<file path="src/rtl/text_unpack_ctrl.sv">
// rtl/text_unpack_ctrl.sv - unpacks MSB-first 7-bit codes from a byte stream and emits mapped 8-bit characters
module text_unpack_ctrl #(
   parameter int MAX_LEN = 255,
   parameter int LW      = $clog2(MAX_LEN + 1)
) (
   input  logic          CLK,
   input  logic          RESET,
   input  logic          FRAME_START,
   input  logic [LW-1:0] LEN,
   input  logic [7:0]    IN_BYTE,
   input  logic          IN_VALID,
   output logic          IN_READY,
   output logic [7:0]    OUT_CHAR,
   output logic          OUT_VALID,
   input  logic          OUT_READY,
   output logic          OUT_LAST,
   output logic          BUSY
);

   localparam logic [0:0] IDLE = 1'b0;
   localparam logic [0:0] RUN  = 1'b1;

   logic [0:0]    state;
   // Valid bits are kept left-aligned: the oldest bit sits at acc[14], so the
   // next code is always acc[14:8] and the lowest (15 - cnt) bits are zero.
   logic [14:0]   acc;
   logic [3:0]    cnt;
   logic [LW-1:0] remaining;

   logic          run;
   logic          have_left;
   logic          in_fire;
   logic          load;
   logic          out_fire;
   logic          last_fire;
   logic [14:0]   acc_ins;

   // Fixed 7-to-8-bit decompression table; everything else is a +32 offset.
   function automatic logic [7:0] map_code(input logic [6:0] c);
      logic [7:0] r;
      case (c)
         7'd95:   r = 8'd162;
         7'd97:   r = 8'd163;
         7'd109:  r = 8'd165;
         7'd111:  r = 8'd169;
         7'd112:  r = 8'd174;
         7'd125:  r = 8'd176;
         default: r = {1'b0, c} + 8'd32;
      endcase
      return r;
   endfunction

   assign run       = (state == RUN);
   assign have_left = (remaining != '0);
   assign IN_READY  = run && (cnt < 4'd7) && have_left;
   assign in_fire   = IN_READY && IN_VALID;
   // Load and accept cannot coincide: one needs cnt >= 7, the other cnt < 7.
   assign load      = run && (cnt >= 4'd7) && have_left && (!OUT_VALID || OUT_READY);
   assign out_fire  = OUT_VALID && OUT_READY;
   assign last_fire = out_fire && OUT_LAST;
   assign BUSY      = run;

   // New byte lands directly below the cnt bits already held.
   assign acc_ins   = {7'd0, IN_BYTE} << (4'd7 - cnt);

   // Frame sequencing: start on a non-empty FRAME_START, stop after the last handoff.
   always_ff @(posedge CLK) begin
      if (RESET) begin
         state <= IDLE;
      end else if (!run) begin
         if (FRAME_START && (LEN != '0)) begin
            state <= RUN;
         end
      end else if (last_fire) begin
         state <= IDLE;
      end
   end

   // Bit accumulator, bit count and remaining-character counter.
   always_ff @(posedge CLK) begin
      if (RESET) begin
         acc       <= '0;
         cnt       <= '0;
         remaining <= '0;
      end else if (!run) begin
         if (FRAME_START && (LEN != '0)) begin
            acc       <= '0;
            cnt       <= '0;
            remaining <= LEN;
         end
      end else if (in_fire) begin
         acc <= acc | acc_ins;
         cnt <= cnt + 4'd8;
      end else if (load) begin
         acc       <= acc << 7;
         cnt       <= cnt - 4'd7;
         remaining <= remaining - LW'(1);
      end
   end

   // Output register: reload on load, clear valid on a plain handoff, otherwise hold.
   always_ff @(posedge CLK) begin
      if (RESET) begin
         OUT_CHAR  <= '0;
         OUT_VALID <= 1'b0;
         OUT_LAST  <= 1'b0;
      end else if (load) begin
         OUT_CHAR  <= map_code(acc[14:8]);
         OUT_VALID <= 1'b1;
         OUT_LAST  <= (remaining == LW'(1));
      end else if (out_fire) begin
         OUT_VALID <= 1'b0;
         OUT_LAST  <= 1'b0;
      end
   end

endmodule

</file>
<file path="config.mk">
export PLATFORM = sky130hd
export DESIGN_NAME = text_unpack_ctrl
export DESIGN_NICKNAME = d
export VERILOG_FILES = /design/src/rtl/text_unpack_ctrl.sv
export SDC_FILE = /design/constraint.sdc
export NUM_CORES = 1
export LEC_CHECK = 0
export BUFFER_PORTS_ARGS = -buffer_cell sky130_fd_sc_hd__buf_2
export CORE_MARGIN = 3
export CORE_UTILIZATION = 35
export DETAILED_ROUTE_END_ITERATION = 12
export PLACE_DENSITY = 0.55
export SLEW_MARGIN = 0
export SYNTH_ARGS = -nofsm -noshare
export SYNTH_HDL_FRONTEND = slang
export SYNTH_SLANG_ARGS = --single-unit
</file>
<file path="constraint.sdc">
create_clock -name CLK -period 3.4 [get_ports CLK]
set_clock_uncertainty 0.1 [all_clocks]
set_input_delay 0.51 -clock CLK [delete_from_list [all_inputs] [get_ports CLK]]
set_output_delay 0.51 -clock CLK [all_outputs]
set_load 0.02 [all_outputs]
</file>
==> results.py, run 1 <==
metrics = {
    "cells_and_area": {
        "stdcell_count": 401,
        "diodes": 0,
        "area_growth_pct": 12.30,
        "layout_common_cells": "38 x dfxtp_1, 38 x a21oi_1, 32 x buf_2",
        "final_cell_area_um2": 2685,
        "nNetsFinal": 349,
        "multi_input_area_um2": 1488,
        "nFillCells": 663,
        "drive_above_1_share": 0.2160,
        "regArea_um2": 760.7,
    },
    "logic_synthesis": {
        "yosysTopAreaCell": "dfxtp_1",
        "syn_inst": 295,
        "syn-cell-area_um2": 2391,
        "ys.warnings.count": 0,
        "synth_fa_ha_area_frac": 0.02093,
        "syn-num-nets": 320,
        "synth_top_family_by_area": "compound AO/OA/AOI/OAI gates",
        "yosysSeqAreaShare": 0.3182,
        "synthXorXnorAreaFrac": 0.003663,
        "synthTopCellsByArea": "dfxtp_1 32%, a21oi_1 8.0%, nor2_1 4.9%, mux4_2 4.7%, nand2_1 4.2%",
        "synth-seq-cells": 38,
        "synthArstFlopShare": 0,
        "synthSimpleGateAreaFrac": 0.2459,
        "synth_flop_cell": "dfxtp_1",
        "synth_cell_types": 58,
        "synth.area.mux_share": 0.09158,
        "synth_edf_count": 0,
        "yosysTopAreaCellShare": 0.3182,
        "synth_compound_gate_area_share": 0.2601,
        "avgSynthCellArea_um2": 8.105,
    },
    "hold_path": {
        "hold_start": "OUT_CHAR[6]$_SDFFE_PP0P_",
        "hp-class": "register to register",
        "whs_path_depth": 2,
    },
    "detailed_routing": {
        "num_vias": 2260,
        "drt_iter0_markers": 119,
        "drt-pass1-iter-count": 4,
        "ant_nets": 0,
        "routedWlPerCell_um": 15.62,
        "totalWireLength_mm": 6.264,
        "vias_per_cell": 5.636,
        "drcViolationCount": 0,
    },
    "clock_network": {
        "cts_resized": 0,
        "hold_buffers": 0,
        "cts.sinks": 38,
        "cts_setup_buffers": 0,
        "cts_root_buf": "clkbuf_8",
        "clk_pin_slew_ns": 0.08,
        "cts_tree": "built",
        "htree_levels": 2,
        "clkLatencyLatePin_ns": 0.29,
        "cts_made_buffers": 5,
        "clockBufferDepth": 2,
    },
    "sta": {
        "min_period_ns": 2.772,
        "setup_viol": 0,
        "worst_pin_slew_ns": 1.091,
        "finalCritPeriodShare": 0.8154,
        "setup_tns_ns": 0,
        "rsz0062_at_grt": "false",
        "hold_viol_final": 0,
        "slew_headroom": 0.2723,
        "fmax_mhz": 360.7,
        "report.final.slew_viol_count": 0,
    },
    "grt": {
        "grt_pass1_wl_mm": 10.41,
        "grt_use_total": 0.1696,
        "antenna_found_initial": 0,
        "overflow": 0,
        "grt_pass1_vias": 2085,
        "grt_max_degree": 33,
    },
    "pwr": {
        "pwr_density_cell_nw_per_um2": 378.2,
        "ir_worst_vdd_v": 0.0001535,
        "cellLeakagePower_nw": 1.012,
    },
    "critical_path": {
        "cp.required_ns": 3.46,
        "critPathKind": "register to register",
        "startpoint": "remaining[0]$_SDFFE_PP0P_",
        "arrival_ns": 2.83,
        "r2r-start": "remaining[0]$_SDFFE_PP0P_",
        "startpoint_type": "register",
        "reg2reg_depth": 7,
        "end_kind": "register",
        "critPathMaxFanout": 15,
    },
    "floorplanning": {
        "die_w_um": 88.66,
        "coreArea_um2": 6495,
        "start_util": 0.3681,
        "fp.dieArea_um2": 7860,
        "io_pins": 33,
        "rows": 29,
        "die_h_um": 88.66,
    },
    "placed_design": {
        "gp_congestion": 0.7910,
        "dp.cells": 394,
        "place_area_um2": 2606,
        "portBuffers": 32,
        "dp_hpwl_mm": 4.483,
    },
    "outcome": {
        "status": "complete, no violations",
    },
    "job": {
        "maxCapViolations": 0,
    },
}
==> worst max-delay path, stage by stage, from the launching register on <==
cell,delay (ns)
dfxtp_1,0.35
inv_1,0.09
ha_1,0.20
or3b_2,0.51
o2111a_2,0.29
or2_0,0.59
a311oi_1,0.42
nor3_1,0.08
==> where the power goes <==
part	switching (W)	leakage, nW	internal [W]	total (W)
Combinational	0.000132	0.659	0.0000897	0.000222
Clock	0.000162	0.0438	0.000138	0.000300
Sequential	0.0000296	0.309	0.000465	0.000494
Total	0.000323	1.01	0.000692	0.00102
==> stage by stage <==
stage | util | worst slack, ns | hold WS (ns) | total power (W)
floorplan | - | 1.130 | 0.3322 | 0.0006561
global placement | 0.4013 | 0.6920 | 0.3380 | 0.0007238
detailed placement | 0.4013 | 0.6300 | 0.3439 | 0.0007253
CTS | 0.4134 | 0.6174 | 0.3529 | 0.001026
global route | 0.4134 | 0.4413 | 0.3786 | 0.001079
finish | 0.4134 | 0.6276 | 0.3473 | 0.001015
==> cells by family (layout without fill, tap and decap cells) <==
kind of cell | count (synthesis) | in the layout
flops | 38 | 38
fa+ha+maj | 4 | 4
buf+inv | 29 | 58
compound gates | 93 | 93
simple gates | 115 | 115
xor+xnor | 1 | 1
mux | 15 | 15
==> layout make-up <==
cell class,count,share of cell area
Clock buffer,5,0.02563
Clock inverter,2,0.003728
Inverter,11,0.01538
Multi-Input combinational cell,228,0.5541
Sequential cell,38,0.2833
Tap cell,77,0.03588
Timing Repair Buffer,40,0.08201
==> cell usage after synthesis (7+ instances only) <==
| cell | n |
|---|---|
| a21oi_1 | 38 |
| clkbuf_1 | 12 |
| dfxtp_1 | 38 |
| inv_1 | 10 |
| nand2_1 | 27 |
| nand3_1 | 12 |
| nor2_1 | 31 |
| nor3_1 | 10 |
| nor4_1 | 7 |
| o21ai_0 | 18 |
==> worst paths after layout <==
| kind | end | slack (ns) |
|---|---|---|
| worst max-delay path | acc[14]$_SDFFE_PP0P_ | 0.63 |
| worst min-delay path | OUT_CHAR[6]$_SDFFE_PP0P_ | 0.35 |
| worst max register to register | acc[14]$_SDFFE_PP0P_ | 0.63 |
| worst min register to register | OUT_CHAR[6]$_SDFFE_PP0P_ | 0.35 |
==> layer usage <==
layer | wire [um] | global-route usage | up-vias
met4 | 42 | 0.04533 | 0
met5 | 0 | 0 | -
met2 | 2930 | 0.2645 | 40
met1 | 3127 | 0.2406 | 1062
li1 | - | - | 1154
met3 | 163 | 0.02980 | 4
==> sequential cells by signal, summed over array words and instances (netlist names) <==
signal,flops
OUT_CHAR,8
BUSY,1
cnt,4
remaining,8
OUT_LAST,1
OUT_VALID,1
acc,15
Note: power is estimated with default switching activity, not from simulation.
==> inputs of run 2 (changes only) <==
==> constraint.sdc (replaced) <==
create_clock -name CLK -period 2.6 [get_ports CLK]
set_clock_uncertainty 0.1 [all_clocks]
set_input_delay 0.39 -clock CLK [delete_from_list [all_inputs] [get_ports CLK]]
set_output_delay 0.39 -clock CLK [all_outputs]
set_load 0.02 [all_outputs]
==> results.py, run 2 (synthesis results as in run 1) <==
metrics = {
    "pwr": {
        "p_clk_frac": 0.305,
        "p_int_w": 0.0009617,
        "power.total_w": 0.001386,
        "comb_power_share": 0.232,
        "pwr_density_cell_nw_per_um2": 491.1,
        "ir_worst_vdd_v": 0.0002289,
        "cellLeakagePower_nw": 1.096,
        "power_frac_seq": 0.462,
        "power_switching_w": 0.0004245,
        "switching_share": 0.3062,
    },
    "detailed_routing": {
        "num_vias": 2344,
        "totalWireLength_mm": 6.255,
        "routedWlPerCell_um": 15.00,
        "ant_nets": 0,
        "vias_per_cell": 5.621,
        "drt-pass1-iter-count": 4,
        "drcViolationCount": 0,
        "drt_iter0_markers": 147,
    },
    "cells_and_area": {
        "drive_above_1_share": 0.2500,
        "nFillCells": 667,
        "regMostFlops": "acc",
        "area_growth_pct": 18.05,
        "largest_reg_flops": 15,
        "layout_common_cells": "38 x dfxtp_1, 38 x a21oi_1, 32 x buf_2",
        "postLayoutCoreUtil": 0.4346,
        "nNetsFinal": 364,
        "largestRegisters": "acc (15), OUT_CHAR (8), remaining (8)",
        "diodes": 0,
    },
    "clock_network": {
        "cts_made_buffers": 5,
        "cts.sinks": 38,
        "clk_pin_slew_ns": 0.07,
        "clockBufferDepth": 2,
        "htree_levels": 2,
        "cts_tree": "built",
        "hold_buffers": 0,
        "clkLatencyLatePin_ns": 0.29,
        "cts_root_buf": "clkbuf_8",
    },
    "sta": {
        "slew_headroom": 0.4792,
        "setup_tns_ns": 0,
        "worst_pin_slew_ns": 0.7741,
        "report.final.slew_viol_count": 0,
        "finalCritPeriodShare": 0.9532,
        "hold_slack_ns": 0.3000,
        "min_period_ns": 2.478,
        "setup_viol": 0,
        "fmax_mhz": 403.5,
        "hold_viol_final": 0,
        "rsz0062_at_grt": "false",
    },
    "critical_path": {
        "r2r-start": "remaining[1]$_SDFFE_PP0P_",
        "critPathMaxStageDelay_ns": 0.51,
        "r2r_setup_slack_ns": 0.12,
        "crit_slowest_cell": "or3b_2",
        "critPathKind": "register to register",
        "end_kind": "register",
        "critical_path_buf_inv_count": 2,
        "path_depth": 8,
        "startpoint_type": "register",
        "path_delay_family": "compound AO/OA/AOI/OAI gates",
        "cp.required_ns": 2.69,
        "arrival_ns": 2.56,
        "r2r_end": "acc[3]$_SDFFE_PP0P_",
        "critPathMaxFanout": 8,
        "reg2reg_depth": 8,
        "path_cells": "inv_1 > ha_1 > or3b_2 > o2111a_2 > buf_4 > o311a_2 > a21o_1 > and2_1",
    },
    "job": {
        "maxCapViolations": 0,
    },
    "outcome": {
        "status": "complete, no violations",
    },
    "hold_path": {
        "whs_endpoint": "remaining[0]$_SDFFE_PP0P_",
        "whs_path_depth": 3,
        "hold_start": "LEN[0]",
        "hp-class": "primary input to register",
    },
    "grt": {
        "grt_pass1_wl_mm": 10.32,
        "grt_pass1_vias": 2089,
        "overflow": 0,
        "grt_max_degree": 22,
        "antenna_found_initial": 0,
        "grt_use_total": 0.1676,
    },
    "floorplanning": {
        "die_w_um": 88.66,
        "rows": 29,
        "io_pins": 33,
        "die_h_um": 88.66,
        "fp.dieArea_um2": 7860,
        "start_util": 0.3681,
        "coreArea_um2": 6495,
    },
    "placed_design": {
        "gp_congestion": 0.8293,
        "portBuffers": 32,
        "dp_hpwl_mm": 4.656,
    },
}
## run 2: worst min-delay path, cell delays in order
cell      delay (ns)
buf_2           0.09
a311oi_1        0.09
nor2_1          0.08
## run 2: metrics by stage
stage / cell area (um2) / instances / worst slack (ns)
2_1_floorplan: 2391 / 295 / 0.3304
3_3_place_gp: 2696 / 406 / 0.1640
3_5_place_dp: 2696 / 406 / 0.1464
4_1_cts: 2788 / 414 / 0.1148
5_1_grt: 2823 / 417 / 0.04234
6_report: 2823 / 417 / 0.1217
## run 2: repair_timing
action / in CTS / in global routing
gates resized for setup: 0 / 1
endpoints found under the setup margin: 0 / 9
endpoints found under the hold margin: 0 / 0
buffers inserted: 0 / 3
## run 2: how the worst max path moves through the flow
stage                              startpoint                   endpoint
CTS                 remaining[1]$_SDFFE_PP0P_        acc[3]$_SDFFE_PP0P_
detailed placement  remaining[1]$_SDFFE_PP0P_        acc[3]$_SDFFE_PP0P_
finish              remaining[1]$_SDFFE_PP0P_        acc[3]$_SDFFE_PP0P_
global route        remaining[1]$_SDFFE_PP0P_        acc[0]$_SDFFE_PP0P_
global placement    remaining[1]$_SDFFE_PP0P_  remaining[2]$_SDFFE_PP0P_
floorplan           remaining[0]$_SDFFE_PP0P_       acc[14]$_SDFFE_PP0P_
## run 2: cell type report
class                      count  area, um2  share of cell area
multi-input combinational    228       1488              0.5270
clock buffer                   7      86.33             0.03059
tap                           77      96.34             0.03413
clock inverter                 1      5.005            0.001773
sequential                    38      760.7              0.2695
timing repair buffer          55      345.3              0.1223
inverter                      11      41.29             0.01463
## run 2: power by group through the flow
stage,clock network (W),logic (W),registers [W]
2_1_floorplan,0,0.000207,0.000651
3_3_place_gp,0,0.000308,0.000654
3_5_place_dp,0,0.000308,0.000654
4_1_cts,0.000442,0.000309,0.000640
5_1_grt,0.000463,0.000357,0.000646
6_report,0.000423,0.000322,0.000641
## run 2: routing by layer
metal,share of wire,GRT usage,wire length (um),up-vias
met2,0.47,0.2584,2916,41
met4,0.012,0.04670,77,0
met1,0.49,0.2402,3079,1121
met3,0.029,0.02793,182,7
met5,0,0,0,-
li1,-,-,-,1175
